## src/rtl/meduram_pkg.sv

```systemverilog
// +-----------------------------------------------------------------+
// | meduram_pkg : shared sizing helpers for the multi-bank RAM       |
// | rev 1.0                                                          |
// +-----------------------------------------------------------------+
`default_nettype none

package meduram_pkg;

  localparam int OUT_DEPTH_MIN = 2;
  localparam int OUT_DEPTH_MAX = 16;

  function automatic int clog2(input int n);
    int r;
    int v;
    r = 0;
    v = n - 1;
    while (v > 0) begin
      r = r + 1;
      v = v >> 1;
    end
    return r;
  endfunction

  function automatic int bank_w(input int n);
    return (n > 1) ? clog2(n) : 1;
  endfunction

endpackage

`default_nettype wire

```

## src/rtl/meduram_rsp_fifo.sv

```systemverilog
// +-----------------------------------------------------------------+
// | meduram_rsp_fifo : sync FIFO with registered head output         |
// | rev 1.0                                                          |
// +-----------------------------------------------------------------+
`default_nettype none

module meduram_rsp_fifo
  import meduram_pkg::*;
#(
  parameter int DEPTH = 4,
  parameter int WIDTH = 32
) (
  input  logic             clk,
  input  logic             rst_n,
  input  logic             push,
  input  logic [WIDTH-1:0] push_data,
  input  logic             pop,
  output logic             out_valid,
  output logic [WIDTH-1:0] out_data
);

  localparam int PTR_W = clog2(DEPTH);
  localparam int CNT_W = clog2(DEPTH + 1);

  logic [WIDTH-1:0] mem_q [DEPTH];
  logic [PTR_W-1:0] wr_ptr_q, wr_ptr_d;
  logic [PTR_W-1:0] rd_ptr_q, rd_ptr_d;
  logic [CNT_W-1:0] used_q, used_d;
  logic             head_valid_q, head_valid_d;
  logic [WIDTH-1:0] head_data_q, head_data_d;
  logic             take_head;
  logic             mem_we;

  function automatic logic [PTR_W-1:0] ptr_inc(input logic [PTR_W-1:0] p);
    return (p == PTR_W'(DEPTH - 1)) ? '0 : p + PTR_W'(1);
  endfunction

  // Head register refills from storage first; an empty FIFO lets a push bypass straight into it.
  always_comb begin
    wr_ptr_d     = wr_ptr_q;
    rd_ptr_d     = rd_ptr_q;
    used_d       = used_q;
    head_valid_d = head_valid_q;
    head_data_d  = head_data_q;
    mem_we       = 1'b0;
    take_head    = !head_valid_q || pop;
    if (take_head) begin
      if (used_q != '0) begin
        head_valid_d = 1'b1;
        head_data_d  = mem_q[rd_ptr_q];
        rd_ptr_d     = ptr_inc(rd_ptr_q);
        used_d       = used_q - CNT_W'(1);
      end else if (push) begin
        head_valid_d = 1'b1;
        head_data_d  = push_data;
      end else begin
        head_valid_d = 1'b0;
      end
    end
    if (push && !(take_head && used_q == '0)) begin
      mem_we   = 1'b1;
      wr_ptr_d = ptr_inc(wr_ptr_q);
      used_d   = used_d + CNT_W'(1);
    end
  end

  always_ff @(posedge clk or negedge rst_n) begin
    if (!rst_n) begin
      wr_ptr_q     <= '0;
      rd_ptr_q     <= '0;
      used_q       <= '0;
      head_valid_q <= 1'b0;
      head_data_q  <= '0;
    end else begin
      wr_ptr_q     <= wr_ptr_d;
      rd_ptr_q     <= rd_ptr_d;
      used_q       <= used_d;
      head_valid_q <= head_valid_d;
      head_data_q  <= head_data_d;
    end
  end

  always_ff @(posedge clk) begin
    if (mem_we) mem_q[wr_ptr_q] <= push_data;
  end

  assign out_valid = head_valid_q;
  assign out_data  = head_data_q;

endmodule

`default_nettype wire

```

## src/rtl/bram_read_agent.sv

```systemverilog
// +-----------------------------------------------------------------+
// | bram_read_agent : per-port read agent, LVT bank select, buffered |
// | responses. Option macro: MEDURAM_LVT_CHECK_EN (rsp_err, sticky)  |
// | rev 1.0                                                          |
// +-----------------------------------------------------------------+
`default_nettype none

module bram_read_agent
  import meduram_pkg::*;
#(
  parameter int NB_WRAGENT = 2,
  parameter int ADDR_WIDTH = 8,
  parameter int DATA_WIDTH = 32,
  parameter int OUT_DEPTH  = 4
) (
  input  logic                             rdclk,
  input  logic                             rdrst_n,
  input  logic                             req_valid,
  output logic                             req_ready,
  input  logic [ADDR_WIDTH-1:0]            req_addr,
  output logic [NB_WRAGENT-1:0]            bank_rden,
  output logic [ADDR_WIDTH*NB_WRAGENT-1:0] bank_rdaddr,
  input  logic [DATA_WIDTH*NB_WRAGENT-1:0] bank_rddata,
  output logic                             lvt_rden,
  output logic [ADDR_WIDTH-1:0]            lvt_rdaddr,
  input  logic [bank_w(NB_WRAGENT)-1:0]    lvt_bank,
  output logic                             rsp_valid,
  input  logic                             rsp_ready,
  output logic [DATA_WIDTH-1:0]            rsp_data
`ifdef MEDURAM_LVT_CHECK_EN
  ,
  output logic                             rsp_err,
  output logic                             lvt_err_sticky
`endif
);

  localparam int CNT_W = clog2(OUT_DEPTH + 1);
`ifdef MEDURAM_LVT_CHECK_EN
  localparam int ENTRY_W = DATA_WIDTH + 1;
`else
  localparam int ENTRY_W = DATA_WIDTH;
`endif

  if (OUT_DEPTH < OUT_DEPTH_MIN || OUT_DEPTH > OUT_DEPTH_MAX) begin : g_depth_range_chk
    $error("bram_read_agent: OUT_DEPTH out of range");
  end

  logic                  accept;
  logic                  pop;
  logic                  head_valid;
  logic [DATA_WIDTH-1:0] sel_data;
  logic [ENTRY_W-1:0]    push_entry;
  logic [ENTRY_W-1:0]    head_entry;
  logic                  s1_valid_q, s1_valid_d;
  logic [CNT_W-1:0]      cnt_q, cnt_d;
  logic                  req_ready_q, req_ready_d;

  assign accept    = req_valid & req_ready_q;
  assign pop       = head_valid & rsp_ready;
  assign req_ready = req_ready_q;

  always_comb begin
    bank_rden   = {NB_WRAGENT{accept}};
    bank_rdaddr = {NB_WRAGENT{req_addr}};
    lvt_rden    = accept;
    lvt_rdaddr  = req_addr;
  end

  // Out-of-range LVT indices fall through to lane 0.
  always_comb begin
    sel_data = bank_rddata[0 +: DATA_WIDTH];
    for (int i = 1; i < NB_WRAGENT; i++) begin
      if (32'(lvt_bank) == 32'(i)) sel_data = bank_rddata[i*DATA_WIDTH +: DATA_WIDTH];
    end
  end

  // The credit count covers s1 plus FIFO contents, so neither can overflow.
  always_comb begin
    s1_valid_d = accept;
    unique case ({accept, pop})
      2'b10:   cnt_d = cnt_q + CNT_W'(1);
      2'b01:   cnt_d = cnt_q - CNT_W'(1);
      default: cnt_d = cnt_q;
    endcase
    req_ready_d = (cnt_d < CNT_W'(OUT_DEPTH));
  end

  always_ff @(posedge rdclk or negedge rdrst_n) begin
    if (!rdrst_n) begin
      s1_valid_q  <= 1'b0;
      cnt_q       <= '0;
      req_ready_q <= 1'b1;
    end else begin
      s1_valid_q  <= s1_valid_d;
      cnt_q       <= cnt_d;
      req_ready_q <= req_ready_d;
    end
  end

`ifdef MEDURAM_LVT_CHECK_EN
  logic lvt_oob;
  logic lvt_err_sticky_q, lvt_err_sticky_d;

  assign lvt_oob    = (32'(lvt_bank) >= 32'(NB_WRAGENT));
  assign push_entry = {lvt_oob, sel_data};

  always_comb begin
    lvt_err_sticky_d = lvt_err_sticky_q | (s1_valid_q & lvt_oob);
  end

  always_ff @(posedge rdclk or negedge rdrst_n) begin
    if (!rdrst_n) lvt_err_sticky_q <= 1'b0;
    else          lvt_err_sticky_q <= lvt_err_sticky_d;
  end

  assign rsp_err        = head_entry[DATA_WIDTH];
  assign lvt_err_sticky = lvt_err_sticky_q;
`else
  assign push_entry = sel_data;
`endif

  meduram_rsp_fifo #(
    .DEPTH (OUT_DEPTH),
    .WIDTH (ENTRY_W)
  ) u_rsp_fifo (
    .clk       (rdclk),
    .rst_n     (rdrst_n),
    .push      (s1_valid_q),
    .push_data (push_entry),
    .pop       (pop),
    .out_valid (head_valid),
    .out_data  (head_entry)
  );

  assign rsp_valid = head_valid;
  assign rsp_data  = head_entry[DATA_WIDTH-1:0];

endmodule

`default_nettype wire

```

## config.mk

```make
export PLATFORM = sky130hd
export DESIGN_NAME = bram_read_agent
export DESIGN_NICKNAME = d
export VERILOG_FILES = /design/src/rtl/meduram_pkg.sv /design/src/rtl/meduram_rsp_fifo.sv /design/src/rtl/bram_read_agent.sv
export SDC_FILE = /design/constraint.sdc
export NUM_CORES = 1
export LEC_CHECK = 0
export CAP_MARGIN = 15
export CORE_MARGIN = 2
export CORE_UTILIZATION = 57
export CTS_BUF_LIST = sky130_fd_sc_hd__clkbuf_16
export DETAILED_ROUTE_END_ITERATION = 10
export HOLD_SLACK_MARGIN = 0.06
export PLACE_DENSITY = 0.86
export SLEW_MARGIN = 5
export SYNTH_ARGS = -nofsm -noshare
export SYNTH_HDL_FRONTEND = slang
export SYNTH_HIERARCHICAL = 1
export SYNTH_SLANG_ARGS = --single-unit
```

## constraint.sdc

```tcl
create_clock -name rdclk -period 7.3 [get_ports rdclk]
set_input_delay 1.095 -clock rdclk [delete_from_list [all_inputs] [get_ports rdclk]]
set_output_delay 1.095 -clock rdclk [all_outputs]
set_load 0.01 [all_outputs]
```

Word level (Yosys, flattened, before mapping)
Memories as Yosys holds them, arrays and structs flattened.
Index checks and enable logic that the tools add are counted.
W data, S select, Z words.
{ "totals": {"register_bits": 45, "ramBits": 128, "input_bits": 77, "n_memories": 1, "out_inout_bits": 61, "elab_cells": 46} }
{ "classes": {"bitwise_logic": 2, "n_reduce_logical": 10, "n_eq_ne": 4, "n_addsub": 6, "order_cmp": 1, "mux": 14} }
{ "memory_table": {"columns": ["name", "words", "width", "read_ports", "rd_clocked_by_memory_dff", "wr", "line_no", "rtl"], "rows": [
  ["u_rsp_fifo.mem_q", 4, 32, 1, 0, 1, "meduram_rsp_fifo.sv:25", "logic [WIDTH-1:0] mem_q [DEPTH];"]
]} }
{ "op_table": {"columns": ["cell", "n"], "rows": [
  ["$mux W32", 3],
  ["$mux W3", 3],
  ["$add A3 B1 Y3 const B", 2],
  ["$eq A2 B2 Y1 const B", 3],
  ["$pmux W3 S2", 1],
  ["$sub A3 B1 Y3 const B", 2],
  ["$mux W1", 5],
  ["$add A2 B1 Y2 const B", 2],
  ["$mux W2", 2],
  ["$reduce_and A2 Y1", 2],
  ["$logic_not A3 Y1", 1],
  ["$lt A3 B3 Y1 const B", 1],
  ["$reduce_bool A3 Y1", 1],
  ["$and A1 B1 Y1", 2],
  ["$eq A2 B1 Y1 const B", 1],
  ["$logic_and A1 B1 Y1", 2],
  ["$logic_not A1 Y1", 2],
  ["$reduce_bool A2 Y1", 1],
  ["$logic_or A1 B1 Y1", 1]
]} }

Logic depth before layout (Yosys ltp)
Gate-level depths: netlist of the first run.
{ "logic_depth": {"ltp_word": 8, "ltp_mapped": 11, "ltp_nobuf": 10} }

Cells and area by module
The synthesis of the first run kept the hierarchy.
{ "modules_own_cells": {"columns": ["mod", "cells_each", "n_inst", "seq_area_each_um2", "area_per_inst_um2"], "rows": [
  ["meduram_rsp_fifo", 430, 1, 4844.6, 6864.1],
  ["bram_read_agent", 78, 1, 126.4, 962.2]
]} }

Least setup slack after synthesis of the first run
OpenSTA, ideal clock, no wires.
{ "synth_timing": {"path_kind": "input to register", "startpoint": "input port rsp_ready", "endpoint": "memory u_rsp_fifo.mem_q[3][0] (enable)", "slack_ps": 4258, "required_ps": 6908, "n_path_buf": 0, "arrival_ps": 2650, "path_stages": 4, "cell_sequence": "and2_1 nand2b_1 a21oi_1 and2_1"} }
{ "synth_between": {"elab_chain_cells": 8} }
{ "synth_rtl": {"columns": ["element", "line_no", "rtl"], "rows": [
  ["start, declared", "bram_read_agent.sv:28", "input logic rsp_ready,"],
  ["$and A1 B1 Y1", "bram_read_agent.sv:59", "assign pop = head_valid & rsp_ready;"],
  ["$logic_or A1 B1 Y1", "meduram_rsp_fifo.sv:46", "take_head = !head_valid_q || pop;"],
  ["$logic_and A1 B1 Y1", "meduram_rsp_fifo.sv:60", "if (push && !(take_head && used_q == '0)) begin"],
  ["$logic_not A1 Y1", "meduram_rsp_fifo.sv:60", null],
  ["$logic_and A1 B1 Y1", "meduram_rsp_fifo.sv:60", null],
  ["$mux W1", "meduram_rsp_fifo.sv:60", null],
  ["$mux W1", "meduram_rsp_fifo.sv:84", "if (mem_we) mem_q[wr_ptr_q] <= push_data;"],
  ["$mux W1 (not written as such)", "meduram_rsp_fifo.sv:84", null],
  ["end, declared", "meduram_rsp_fifo.sv:25", null]
]} }
No other way between the ends.

Worst setup path after layout of the first run
{ "layout_timing": {"startpoint": "input port req_valid", "endpoint": "output port lvt_rden"} }
{ "layout_between": {"elab_chain_cells": 1} }
{ "layout_rtl": {"columns": ["element", "line_no", "rtl"], "rows": [
  ["start, declared", "bram_read_agent.sv:18", "input logic req_valid,"],
  ["$and A1 B1 Y1", "bram_read_agent.sv:58", "assign accept = req_valid & req_ready_q;"],
  ["end, declared", "bram_read_agent.sv:24", "output logic lvt_rden,"]
]} }
No other way between the ends.

==> flow_summary.ini, run 1 <==
[status]
status = completed

[critical_path]
cp-end-kind = output port
r2r_cells = 5
path_delay_family = buffers and inverters
cp-startpoint = req_valid
worst_path_largest_cell_delay_ps = 560
start_kind = input pin
worst-path-buf-inv = 3
critPathSlowestCell = clkdlybuf4s50_1
cp.depth = 4
required_ps = 6200
crit_path_frequent_cell = clkdlybuf4s50_1
path_cells = clkdlybuf4s50_1 > nand2_1 > inv_1 > clkdlybuf4s50_1
r2r_start = u_rsp_fifo/used_q[1]
cp_max_fo = 4
cp.arrival_ps = 2300
worstSetupPathType = in2out

[timing]
rsz0062_at_grt = false
drv_slew = 0
worst_slack_ps = 3905
setup_viol = 0
period_share_pct = 46.51
slew_headroom_pct = 27.08
layout_min_cycle_time_ps = 3395
setup-tns-final_ps = 0
fin_hold_ws_ps = 471.6
max_freq_mhz = 294.6
worst_pin_slew_ps = 1091
skew_ps = 9.839
hold_viol_final = 0

[routing]
vias = 4624
drc = 0
wire_per_inst_um = 21.50
dr.first_iter.drc_count = 427
drt-total-wl_um = 16510
drt-pass1-iter-count = 5
viasPerCell = 6.021
ant_nets = 0

[final_layout]
instances_no_fill = 768
fillers = 863
finalNetCount = 666
seq_area_sq_mm = 0.004975
mostFrequentLayoutCells = edfxtp_1, clkdlybuf4s50_1, mux2i_1, dfrtp_1, a21oi_1
layout-drive-gt1-share_pct = 18.58
num_antenna_cells = 0
stdcell_area_sq_mm = 0.009410
area_growth_syn_to_layout_pct = 20.24
multi_input_area_sq_mm = 0.002432
layout_commonest_cell = edfxtp_1

[synthesis]
synth_cell_types = 38
synth-seq-area-share_pct = 63.52
yosysWarnings = 6
synth_area_per_cell_sq_um = 15.41
synth_edf_count = 128
synth_cells = 508
ys_ff_latch = 173
syn_area_sq_mm = 0.007826
synthArstFlopShare_pct = 26.01
synth_nets = 595
ys.flop_type = edfxtp_1

[cts]
cts_hold_buf = 0
clock_latency_ps = 430
clock_sinks = 173
cts_buffer_depth = 2
postCtsResizedCells = 0
path_clk_slew_ps = 60
cts_buffers = 17
cts_setup_buffers = 0
htreeDepth = 4
cts_tree = done
cts_root_buf = clkbuf_16

[power]
power_per_cell_area_mw_per_mm2 = 412.9
combPwrFrac_pct = 34.7
ir_worst_vdd_mv = 0.2913
switchingPower_w = 0.001268
p_leak_nw = 3.585
p_clk_share_pct = 26.1
p_int_w = 0.002617
swShare_pct = 32.64
p_seq_share_pct = 39.2

[floorplan]
fp.dieH_um = 121.2
core_sq_mm = 0.01335
dieArea_sq_mm = 0.01468
row_count = 42
initial_utilization_pct = 58.63
ios = 138
fp.dieW_um = 121.2

[placement]
dp.cells = 735
place.gp.congestion = 0.7205
dpl.hpwl_um = 9350
port_buffers = 105
pre_cts_ws_ps = 3721
placed_cell_area_sq_mm = 0.008713

[flow_run]
maxCapViolations = 0

[grt]
grt_max_degree = 61
globalRouteTotalUtil_pct = 23.85
antenna_found_initial = 0
grt_pass1_vias = 4932
grt_pass1_wl_um = 25950
overflow = 0

[worst_hold_path]
hold_class = reg2reg
holdPathStages = 1
-- cells by family (layout without fill, tap and decap cells) --
logic type | after synthesis | count (layout) | synth area share [%]
buffers and inverters | 63 | 147 | 5.659
adder cells (fa/ha/maj) | 10 | 10 | 1.695
AO/OA/AOI/OAI | 102 | 102 | 10.06
AND/OR/NAND/NOR | 60 | 60 | 3.437
flip-flops | 173 | 173 | 63.52
XOR/XNOR | 7 | 7 | 0.7834
multiplexers | 93 | 93 | 14.85
-- registers in the layout, summed over array words and instances (netlist names), named ones only --
name / cells
cnt_q: 2
req_ready: 1
u_rsp_fifo/wr_ptr_q: 2
u_rsp_fifo/out_valid: 1
s1_valid_q: 1
u_rsp_fifo/mem_q: 128
u_rsp_fifo/out_data: 32
u_rsp_fifo/used_q: 3
u_rsp_fifo/rd_ptr_q: 2
-- path summary, 6_finish.rpt --
path / endpoint / slack (ps)
worst min register to register: req_ready / 470
min in group asynchronous: u_rsp_fifo/out_data[30] / 780
worst max-delay path: lvt_rden / 3910
worst min-delay path: req_ready / 470
max in group asynchronous: u_rsp_fifo/rd_ptr_q[1] / 6040
worst max register to register: u_rsp_fifo/mem_q[3][0] / 4500
-- final cells by class --
class | count | share of cell area [%]
clock inverter | 15 | 2.593
timing repair buffer | 109 | 11.59
sequential | 173 | 52.87
clock buffer | 17 | 4.521
inverter | 6 | 0.2393
multi-input combinational | 272 | 25.85
tap | 176 | 2.340
-- cells in the mapped netlist, types with 6 or more instances --
cell      count  area (sq um)
edfxtp_1    128          3844
mux2i_1      52         520.5
dfrtp_1      44          1101
a21oi_1      41         205.2
nand2_1      38         142.6
mux2_4       30         450.4
buf_4        27         202.7
a22o_1       26         227.7
a211oi_2     20         250.2
buf_2        15         75.07
ha_1          9         112.6
nor2_1        7         26.28
a211oi_1      6         45.04
inv_1         6         22.52
mux4_2        6         135.1
-- worst reg2reg max path: stages (launching register included) --
cell     delay [ps]
dfrtp_1         420
inv_1           100
ha_1            230
nor2b_1         730
a21oi_1         350
and2_2          580
-- metal layers --
metal / vias to the layer above / part of all wire [%] / global-route usage (%)
met5: - / 0 / 0
met4: 0 / 2.5 / 11.93
met3: 43 / 7.2 / 4.840
met2: 239 / 53 / 40.24
met1: 2309 / 38 / 29.32
li1: 2033 / - / -
-- power by group through the flow --
stage	registers (W)	clock network (W)	logic, W
2_1_floorplan	0.00146	0	0.000937
3_3_place_gp	0.00152	0	0.00124
3_5_place_dp	0.00153	0	0.00130
4_1_cts	0.00152	0.00102	0.00132
5_1_grt	0.00155	0.00106	0.00146
6_report	0.00152	0.00102	0.00135
-- metrics by stage --
step,total power (W),utilization [%]
after floorplan,0.002394,-
after global placement,0.002761,65.28
after global routing,0.004065,70.50
after detailed placement,0.002830,65.28
final,0.003886,70.50
after CTS,0.003867,70.29
(Power assumes the default switching activity.)
==> run 2: changes to the inputs <==
CORE_UTILIZATION = 53   (was 57)
PLACE_DENSITY = 0.81   (was 0.86)
clock period = 3.5 ns   (was 7.3 ns; I/O delays follow)
==> flow_summary.ini, run 2 (synthesized netlist as in run 1, its figures left out) <==
[routing]
viasPerCell = 5.881
drt-pass1-iter-count = 5
wire_per_inst_um = 20.84
dr.first_iter.drc_count = 325
ant_nets = 0
drt-total-wl_um = 16320
drc = 0
vias = 4605

[final_layout]
layout-drive-gt1-share_pct = 18.20
regMostFlops = u_rsp_fifo/mem_q
utilization_pct = 64.92
num_antenna_cells = 0
area_growth_syn_to_layout_pct = 20.10
multi_input_area_sq_mm = 0.002432
layout_commonest_cell = edfxtp_1
largest_reg_flops = 128
finalNetCount = 673
fillers = 1012
seq_area_sq_mm = 0.004975
mostFrequentLayoutCells = edfxtp_1, clkdlybuf4s50_1, mux2i_1, dfrtp_1, a21oi_1

[cts]
clock_latency_ps = 420
cts_hold_buf = 0
cts_root_buf = clkbuf_16
postCtsResizedCells = 0
cts_buffer_depth = 2
cts_buffers = 17
cts_setup_buffers = 0
clock_sinks = 173
path_clk_slew_ps = 60
cts_tree = done
htreeDepth = 4

[power]
ir_worst_vdd_mv = 0.5938
power_per_cell_area_mw_per_mm2 = 827.4
p_leak_nw = 3.597

[critical_path]
worstSetupPathType = reg2reg
start_kind = flip-flop
worst-path-buf-inv = 1
path_delay_family = simple AND/OR/NAND/NOR gates
worst_path_largest_cell_delay_ps = 410
cp_max_fo = 36
cp.arrival_ps = 2990
critPathSlowestCell = nand2b_4
required_ps = 3810
cp-end-kind = flip-flop
path_cells = inv_1 > ha_1 > nand2b_4 > nand2_1 > xnor2_1 > ha_1 > nand2_1 > xor2_1 > mux2_2

[floorplan]
fp.dieW_um = 125.5
row_count = 44
initial_utilization_pct = 54.05
core_sq_mm = 0.01448
dieArea_sq_mm = 0.01575
fp.dieH_um = 125.5
ios = 138

[placement]
place.gp.congestion = 0.7767
port_buffers = 105
dpl.hpwl_um = 10160
pre_cts_ws_ps = 520.2

[grt]
globalRouteTotalUtil_pct = 21.98
antenna_found_initial = 0
grt_pass1_vias = 5046
grt_pass1_wl_um = 26530
grt_max_degree = 61
overflow = 0

[timing]
drv_slew = 0
setup-tns-final_ps = 0
max_freq_mhz = 372.8
worst_slack_ps = 817.7
skew_ps = 9.640
period_share_pct = 76.64
layout_min_cycle_time_ps = 2682
rsz0062_at_grt = false
hold_viol_final = 0
worst_pin_slew_ps = 1044
setup_viol = 0
slew_headroom_pct = 30.39

[worst_hold_path]
hold_class = in2async

[status]
status = completed

[flow_run]
maxCapViolations = 0
==> run 2: per-stage QoR <==
step	area [sq um]	hold slack [ps]	total power [W]	std cells
5_1_grt	9399	258.6	0.008178	783
4_1_cts	9399	229.2	0.007820	783
3_3_place_gp	8833	449.2	0.005834	751
3_5_place_dp	8833	471.3	0.005977	751
2_1_floorplan	7826	229.4	0.004993	508
6_report	9399	209.6	0.007777	783
==> run 2: final timing paths <==
check / startpoint / to / slack (ps) / cells past startpoint
min reg2reg: flip-flop / req_ready / 480 / 1
max in group asynchronous: rdrst_n / u_rsp_fifo/out_data[7] / 2580 / 2
max reg2reg: u_rsp_fifo/used_q[1] / u_rsp_fifo/used_q[2] / 820 / 9
max: u_rsp_fifo/used_q[1] / u_rsp_fifo/used_q[2] / 820 / 9
min in group rdclk: flip-flop / req_ready / 480 / 1
min: rdrst_n / u_rsp_fifo/out_data[26] / 210 / 1
==> run 2: layout make-up <==
cell class,count,share of cell area (%)
inverter,6,0.2396
clock inverter,15,1.491
tap,184,2.449
multi-input combinational,272,25.88
clock buffer,17,4.526
sequential,173,52.93
timing repair buffer,116,12.49
==> run 2: power by group <==
group	leakage [nW]	switching (W)	total [W]	internal [W]
logic	1.62	0.00141	0.00280	0.00139
clock network	0.291	0.000717	0.00181	0.00109
registers	1.69	0.000435	0.00317	0.00273
==> run 2: per-layer routing <==
layer | share of wire (%) | track usage [%]
met1 | 38 | 26.88
met2 | 53 | 37.14
met3 | 6.6 | 5.049
met4 | 2.3 | 10.33
met5 | 0 | 0
